==> src/rtl/fetch_queue_pkg.sv <==
`default_nettype none
// +------------------------------------------------------------------------+
// | fetch_queue_pkg                                                        |
// | Shared fetch constants: reset PC, NOP encoding, word-align bits.       |
// | Revision: 1.0                                                          |
// +------------------------------------------------------------------------+
package fetch_queue_pkg;

  localparam logic [31:0] c_reset_pc   = 32'h0040_0000;
  localparam logic [31:0] c_nop        = 32'h0000_0000;
  localparam logic [31:0] c_align_bits = 32'h0000_0003;

endpackage : fetch_queue_pkg
`default_nettype wire

==> src/rtl/fetch_queue_if.sv <==
`default_nettype none
// +------------------------------------------------------------------------+
// | fetch_queue_if                                                         |
// | Instruction-memory read port plus decode valid/ready handshake.        |
// | Revision: 1.0                                                          |
// +------------------------------------------------------------------------+
interface fetch_queue_if #(
  parameter int ADDR_W = 32,
  parameter int INST_W = 32
);

  logic              imem_en;
  logic [ADDR_W-1:0] imem_addr;
  logic [INST_W-1:0] imem_rdata;
  logic              inst_valid;
  logic              inst_ready;
  logic [INST_W-1:0] inst_data;
  logic [ADDR_W-1:0] inst_pc;

  modport master (
    output imem_en, imem_addr, inst_valid, inst_data, inst_pc,
    input  imem_rdata, inst_ready
  );

  modport slave (
    input  imem_en, imem_addr, inst_valid, inst_data, inst_pc,
    output imem_rdata, inst_ready
  );

endinterface : fetch_queue_if
`default_nettype wire

==> src/rtl/fetch_fifo.sv <==
`default_nettype none
// +------------------------------------------------------------------------+
// | fetch_fifo                                                             |
// | Circular DEPTH-entry queue with flush; head holds its last value       |
// | while empty. Revision: 1.0                                             |
// +------------------------------------------------------------------------+
module fetch_fifo #(
  parameter int DEPTH = 4,
  parameter int WIDTH = 64
) (
  input  logic                   clock,
  input  logic                   reset_n,
  input  logic                   flush,
  input  logic                   push,
  input  logic [WIDTH-1:0]       push_data,
  input  logic                   pop,
  output logic [WIDTH-1:0]       head,
  output logic [$clog2(DEPTH):0] count
);

  localparam int PTR_W = $clog2(DEPTH);

  logic [WIDTH-1:0] mem_q [DEPTH];
  logic [WIDTH-1:0] mem_d [DEPTH];
  logic [PTR_W-1:0] rd_ptr_q, rd_ptr_d;
  logic [PTR_W-1:0] wr_ptr_q, wr_ptr_d;
  logic [PTR_W:0]   count_q, count_d;
  logic [WIDTH-1:0] hold_q, hold_d;

  assign head  = (count_q != '0) ? mem_q[rd_ptr_q] : hold_q;
  assign count = count_q;

  always_comb begin
    mem_d    = mem_q;
    rd_ptr_d = rd_ptr_q;
    wr_ptr_d = wr_ptr_q;
    count_d  = count_q;
    hold_d   = head;
    if (flush) begin
      rd_ptr_d = '0;
      wr_ptr_d = '0;
      count_d  = '0;
    end else begin
      if (push) begin
        mem_d[wr_ptr_q] = push_data;
        wr_ptr_d        = wr_ptr_q + PTR_W'(1);
      end
      if (pop) begin
        rd_ptr_d = rd_ptr_q + PTR_W'(1);
      end
      count_d = count_q + (PTR_W+1)'(push) - (PTR_W+1)'(pop);
    end
  end

  always_ff @(posedge clock or negedge reset_n) begin
    if (!reset_n) begin
      for (int i = 0; i < DEPTH; i++) begin
        mem_q[i] <= '0;
      end
      rd_ptr_q <= '0;
      wr_ptr_q <= '0;
      count_q  <= '0;
      hold_q   <= '0;
    end else begin
      mem_q    <= mem_d;
      rd_ptr_q <= rd_ptr_d;
      wr_ptr_q <= wr_ptr_d;
      count_q  <= count_d;
      hold_q   <= hold_d;
    end
  end

endmodule : fetch_fifo
`default_nettype wire

==> src/rtl/fetch_queue.sv <==
`default_nettype none
// +------------------------------------------------------------------------+
// | fetch_queue                                                            |
// | PC owner, credit-limited imem reader and decode queue with redirect.   |
// | Option macro FETCH_HALT_ON_ZERO_EN: zero word stops fetch.             |
// | Revision: 1.0                                                          |
// +------------------------------------------------------------------------+
module fetch_queue
  import fetch_queue_pkg::*;
#(
  parameter int                 ADDR_W   = 32,
  parameter int                 INST_W   = 32,
  parameter int                 DEPTH    = 4,
  parameter logic [ADDR_W-1:0]  RESET_PC = ADDR_W'(c_reset_pc)
) (
  input  logic              clock,
  input  logic              reset_n,
  fetch_queue_if.master     bus,
  input  logic              redirect_valid,
  input  logic [ADDR_W-1:0] redirect_pc,
  output logic              halted
);

  localparam int PTR_W  = $clog2(DEPTH);
  localparam int SUM_W  = PTR_W + 2;
  localparam int FIFO_W = INST_W + ADDR_W;

  logic [ADDR_W-1:0] fetch_pc_q, fetch_pc_d;
  logic [ADDR_W-1:0] inflight_pc_q, inflight_pc_d;
  logic              inflight_q, inflight_d;
  logic              halted_q, halted_d;
  logic              run_q;

  logic              handshake;
  logic              pop;
  logic              push;
  logic              issue;
  logic              halt_now;
  logic              credit_ok;
  logic [SUM_W-1:0]  occupancy;
  logic [PTR_W:0]    count;
  logic [FIFO_W-1:0] head;

  always_comb begin
    handshake = bus.inst_valid && bus.inst_ready;
    pop       = handshake && !redirect_valid;
    // Queued words plus the one read in flight must leave room after this pop.
    occupancy = SUM_W'(count) + SUM_W'(inflight_q);
    credit_ok = occupancy < (SUM_W'(DEPTH) + SUM_W'(handshake));
`ifdef FETCH_HALT_ON_ZERO_EN
    halt_now  = inflight_q && !halted_q && (bus.imem_rdata == INST_W'(c_nop));
`else
    halt_now  = 1'b0;
`endif
    issue     = run_q && !redirect_valid && !halted_q && !halt_now && credit_ok;
    push      = inflight_q && !redirect_valid && !halted_q && !halt_now;

    inflight_d    = issue;
    inflight_pc_d = issue ? fetch_pc_q : inflight_pc_q;
    halted_d      = redirect_valid ? 1'b0 : (halted_q || halt_now);
    if (redirect_valid) begin
      fetch_pc_d = redirect_pc & ~ADDR_W'(c_align_bits);
    end else if (issue) begin
      fetch_pc_d = fetch_pc_q + ADDR_W'(4);
    end else begin
      fetch_pc_d = fetch_pc_q;
    end
  end

  fetch_fifo #(
    .DEPTH (DEPTH),
    .WIDTH (FIFO_W)
  ) u_fifo (
    .clock     (clock),
    .reset_n   (reset_n),
    .flush     (redirect_valid),
    .push      (push),
    .push_data ({bus.imem_rdata, inflight_pc_q}),
    .pop       (pop),
    .head      (head),
    .count     (count)
  );

  assign bus.imem_en    = issue;
  assign bus.imem_addr  = fetch_pc_q;
  assign bus.inst_valid = (count != '0);
  assign bus.inst_data  = head[FIFO_W-1:ADDR_W];
  assign bus.inst_pc    = head[ADDR_W-1:0];
  assign halted         = halted_q;

  // run_q keeps imem_en low while reset is held and for the first edge after.
  always_ff @(posedge clock or negedge reset_n) begin
    if (!reset_n) begin
      fetch_pc_q    <= RESET_PC;
      inflight_pc_q <= '0;
      inflight_q    <= 1'b0;
      halted_q      <= 1'b0;
      run_q         <= 1'b0;
    end else begin
      fetch_pc_q    <= fetch_pc_d;
      inflight_pc_q <= inflight_pc_d;
      inflight_q    <= inflight_d;
      halted_q      <= halted_d;
      run_q         <= 1'b1;
    end
  end

endmodule : fetch_queue
`default_nettype wire

==> src/flat_wrapper.sv <==
// flat-port wrapper written by rule: the top's interface ports become plain ports
module fetch_queue_flat import fetch_queue_pkg::*;
#(
  parameter int                 ADDR_W   = 32,
  parameter int                 INST_W   = 32,
  parameter int                 DEPTH    = 4,
  parameter logic [ADDR_W-1:0]  RESET_PC = ADDR_W'(c_reset_pc)
)
  (clock, reset_n, redirect_valid, redirect_pc, halted, bus_imem_en, bus_imem_addr, bus_inst_valid, bus_inst_data, bus_inst_pc, bus_imem_rdata, bus_inst_ready);
  fetch_queue_if #(.ADDR_W(ADDR_W), .INST_W(INST_W)) bus_i ();
  input  logic clock;
  input  logic reset_n;
  input  logic redirect_valid;
  input  logic [ADDR_W-1:0] redirect_pc;
  output logic halted;
  output wire logic [$bits(bus_i.imem_en)-1:0] bus_imem_en;
  output wire logic [$bits(bus_i.imem_addr)-1:0] bus_imem_addr;
  output wire logic [$bits(bus_i.inst_valid)-1:0] bus_inst_valid;
  output wire logic [$bits(bus_i.inst_data)-1:0] bus_inst_data;
  output wire logic [$bits(bus_i.inst_pc)-1:0] bus_inst_pc;
  input wire logic [$bits(bus_i.imem_rdata)-1:0] bus_imem_rdata;
  input wire logic [$bits(bus_i.inst_ready)-1:0] bus_inst_ready;
  assign bus_imem_en = bus_i.imem_en;
  assign bus_imem_addr = bus_i.imem_addr;
  assign bus_inst_valid = bus_i.inst_valid;
  assign bus_inst_data = bus_i.inst_data;
  assign bus_inst_pc = bus_i.inst_pc;
  assign bus_i.imem_rdata = bus_imem_rdata;
  assign bus_i.inst_ready = bus_inst_ready;
  fetch_queue #(.ADDR_W(ADDR_W), .INST_W(INST_W), .DEPTH(DEPTH), .RESET_PC(RESET_PC)) u_core (.clock(clock), .reset_n(reset_n), .bus(bus_i), .redirect_valid(redirect_valid), .redirect_pc(redirect_pc), .halted(halted));
endmodule
==> config.mk <==
export PLATFORM = sky130hd
export DESIGN_NAME = fetch_queue_flat
export DESIGN_NICKNAME = d
export VERILOG_FILES = /design/src/rtl/fetch_queue_pkg.sv /design/src/rtl/fetch_queue_if.sv /design/src/rtl/fetch_fifo.sv /design/src/rtl/fetch_queue.sv /design/src/flat_wrapper.sv
export SDC_FILE = /design/constraint.sdc
export NUM_CORES = 1
export LEC_CHECK = 0
export CAP_MARGIN = 10
export CORE_MARGIN = 5
export CORE_UTILIZATION = 45
export DETAILED_ROUTE_END_ITERATION = 16
export PLACE_DENSITY = 0.7
export SYNTH_ARGS = -nofsm -noshare
export SYNTH_HDL_FRONTEND = slang
export SYNTH_HIERARCHICAL = 1
export SYNTH_SLANG_ARGS = --single-unit
==> constraint.sdc <==
create_clock -name clock -period 3.1 [get_ports clock]
set_input_delay 0.465 -clock clock [delete_from_list [all_inputs] [get_ports clock]]
set_output_delay 0.465 -clock clock [all_outputs]
set_load 0.01 [all_outputs]
==> results.toml <==
[outcome]
outcome = "completed"

[synth]
ys_seq_area_frac = 0.5756
ys_top_cells_by_count = "388 x dfrtp_1, 356 x mux2_2, 64 x mux4_2"
synth_edf_count = 0
yosys.area.top_type = "dfrtp_1"
yosysMostFrequentCell = "dfrtp_1"
syn_area_um2 = 16910
synth_cell_types = 48
synth_top_area_frac = 0.5741
syn-instance-count = 1065
ys_ff_latch = 389
ys_warn_count = 6
ys_top_cells_by_area = "dfrtp_1 57%, mux2_2 24%, mux4_2 8.5%"
synth-main-ff-cell = "dfrtp_1"
synth.avg_cell_area_um2 = 15.88
async_reset_ff_frac = 1.000

[worst_hold_path]
hold_path.class = "in -> reg"

[layout]
syn2layout_area_growth_pct = 23.64
drive_gt1_frac = 0.4358
antenna_cells = 0
instances_no_fill = 1819
multi_input_area_um2 = 6802
fin_area_um2 = 20910
fin_nets = 1354
final_util = 0.5591
seqCellArea_um2 = 9744
num-fill-cells = 3021

[drt]
drt_first_pass_iters = 4
viasPerCell = 5.330
wire_per_inst_um = 20.69
drc = 0
ant_nets = 0
vias = 9696
totalWireLength_um = 37630
drt-initial-drc-count = 422

[critical_path]
cp.required_ns = 2.63
crit_arrival_ns = 2.56
critPathMaxFanout = 11
worstSetupEndpointType = "output port"
startpoint_type = "flip-flop"
worstSetupPathType = "reg -> out"

[global_routing]
grt_pass1_wl_um = 60720
grt_pass1_vias = 10660
antenna_found_initial = 1
overflow = 0
grt.total_usage = 0.1852
grt_max_degree = 89

[die]
ioPinCount = 167
coreArea_um2 = 37400
fp.dieH_um = 203.9
rows = 71
die_area_um2 = 41560
initial_core_util = 0.4522
die-width_um = 203.9

[placed_design]
dp_slack_ns = 0.4471
dp_hpwl_um = 22720
dp_cells = 1710
globalplace.congestion = 0.8052
post_dp_cell_area_um2 = 19190
portBuffers = 161

[pwr]
vdd_ir_drop_max_uv = 471.7
power_density_nw_per_um2 = 841.6
leakage_nw = 9.621
total_power_mw = 17.60

[sta]
worst_slack_ns = 0.07978
tightest_slew_ns = 0.8842
skew_ns = 0.02003
fin_crit_sh = 0.9743
setup_violations = 0
fin_crit_ns = 3.020
finalHoldViolCount = 0
max_freq_mhz = 331.1
slew_violations = 0
max-slew-margin-rel = 0.4105

[clock_tree]
clockBufferDepth = 3
cts_root_buffer = "clkbuf_16"
clk_latency_ns = 0.56
clk_transition_reported_paths_ns = 0.06
cts_tree = "yes"
htreeDepth = 2
numCtsBuffers = 43
cts_sinks = 389

[run]
drv_cap = 0
[report_power, final]
group	switching, mW	internal [mW]	total (mW)
logic	2.30	3.25	5.55
registers	0.721	6.35	7.07
clock network	2.04	2.94	4.98
[timing repair]
item / CTS / global route
gates resized for setup: 50 / 13
setup buffers: 11 / 18
hold endpoints to repair: 81 / 0
cloned: 2 / 0
setup endpoints to repair: 64 / 17
pin swaps: 1 / 0
hold buffers: 1 / 0
[metal layers]
layer	track usage	vias up	wire length, um
met4	0.04939	2	782
met3	0.04015	60	1846
li1	-	4312	-
met5	0	-	13
met2	0.2978	188	18080
met1	0.2585	5134	16910
[metrics by stage]
step                      setup TNS, ns  hold slack, ns
final                                 0          0.2988
after global routing         -0.0002116          0.2932
after CTS                       -0.2970          0.2568
after detailed placement              0          0.4810
after global placement                0          0.4779
after floorplan                       0          0.1694
[worst paths after layout]
path	end	cells past startpoint	start	slack, ns
max in group asynchronous	u_core/u_fifo/mem_q[146]$_DFFE_PN0P_	3	reset_n	1.65
worst min-delay path	u_core/u_fifo/count[1]$_DFF_PN0_	2	redirect_valid	0.30
worst min register to register	u_core/u_fifo/hold_q[38]$_DFF_PN0_	1	u_core/u_fifo/hold_q[38]$_DFF_PN0_	0.49
worst max-delay path	bus_inst_pc[14]	4	u_core/u_fifo/rd_ptr_q[0]$_DFFE_PN0P_	0.08
worst max register to register	u_core/bus.imem_addr[31]$_DFFE_PN0P_	8	u_core/u_fifo/count[0]$_DFF_PN0_	0.54
min in group asynchronous	u_core/u_fifo/hold_q[46]$_DFF_PN0_	2	reset_n	0.53
[placed cells by master, fill, tap and decap left out, types with 3 or more instances in the layout]
cell and count:
and2_1 3, dlygate4sd2_1 42, nand3b_1 5, mux2_2 356, clkbuf_8 9, ha_1 9
buf_12 16, nand4_1 7, o21ai_0 17, inv_1 7, nor4_4 4, xnor2_1 24
nor2_1 8, clkbuf_16 43, xor2_1 6, nand2_1 35, dfrtp_1 385, buf_16 3
clkbuf_1 9, clkdlybuf4s50_1 105, clkinv_2 10, dlymetal6s2s_1 11, buf_4 41, nand3_1 6
o21ai_1 7, nor3_1 6, and4_1 3, nor4_1 10, conb_1 12, mux4_2 64
[layout make-up]
type | count | area share
multi-input combinational | 612 | 0.3253
clock buffer | 61 | 0.05900
tap | 511 | 0.03058
sequential | 389 | 0.4660
inverter | 7 | 0.001257
timing repair buffer | 223 | 0.1109
clock inverter | 16 | 0.007001
[critical path: stages (launching register included)]
cell and delay, ns:
dfrtp_4 0.47, buf_12 0.18, mux4_2 0.52, mux2_2 0.32, clkdlybuf4s50_1 0.49
[flip-flops by register name, indices dropped and copies added (netlist names)]
| name | flops |
|---|---|
| u_core/u_fifo/mem_q | 256 |
| u_core/inflight_q | 1 |
| u_core/u_fifo/hold_q | 64 |
| u_core/u_fifo/wr_ptr_q | 2 |
| u_core/bus.imem_addr | 30 |
| u_core/u_fifo/count | 3 |
| u_core/u_fifo/rd_ptr_q | 2 |
| u_core/inflight_pc_q | 30 |
| u_core/run_q | 1 |
[cell families (layout without fill, tap and decap cells)]
family | Yosys count | in the layout | synth area share
muxes | 422 | 422 | 0.3234
and+or+nand+nor | 108 | 108 | 0.04002
AOI/OAI and AO/OA | 29 | 29 | 0.009765
adders and majority gates | 10 | 10 | 0.007842
xor gates and xnor gates | 31 | 31 | 0.01687
DFF | 389 | 389 | 0.5756
buffers and inverters | 74 | 307 | 0.02597
other | 2 | 12 | 0.0004441
Note: power is estimated with default switching activity, not from simulation.
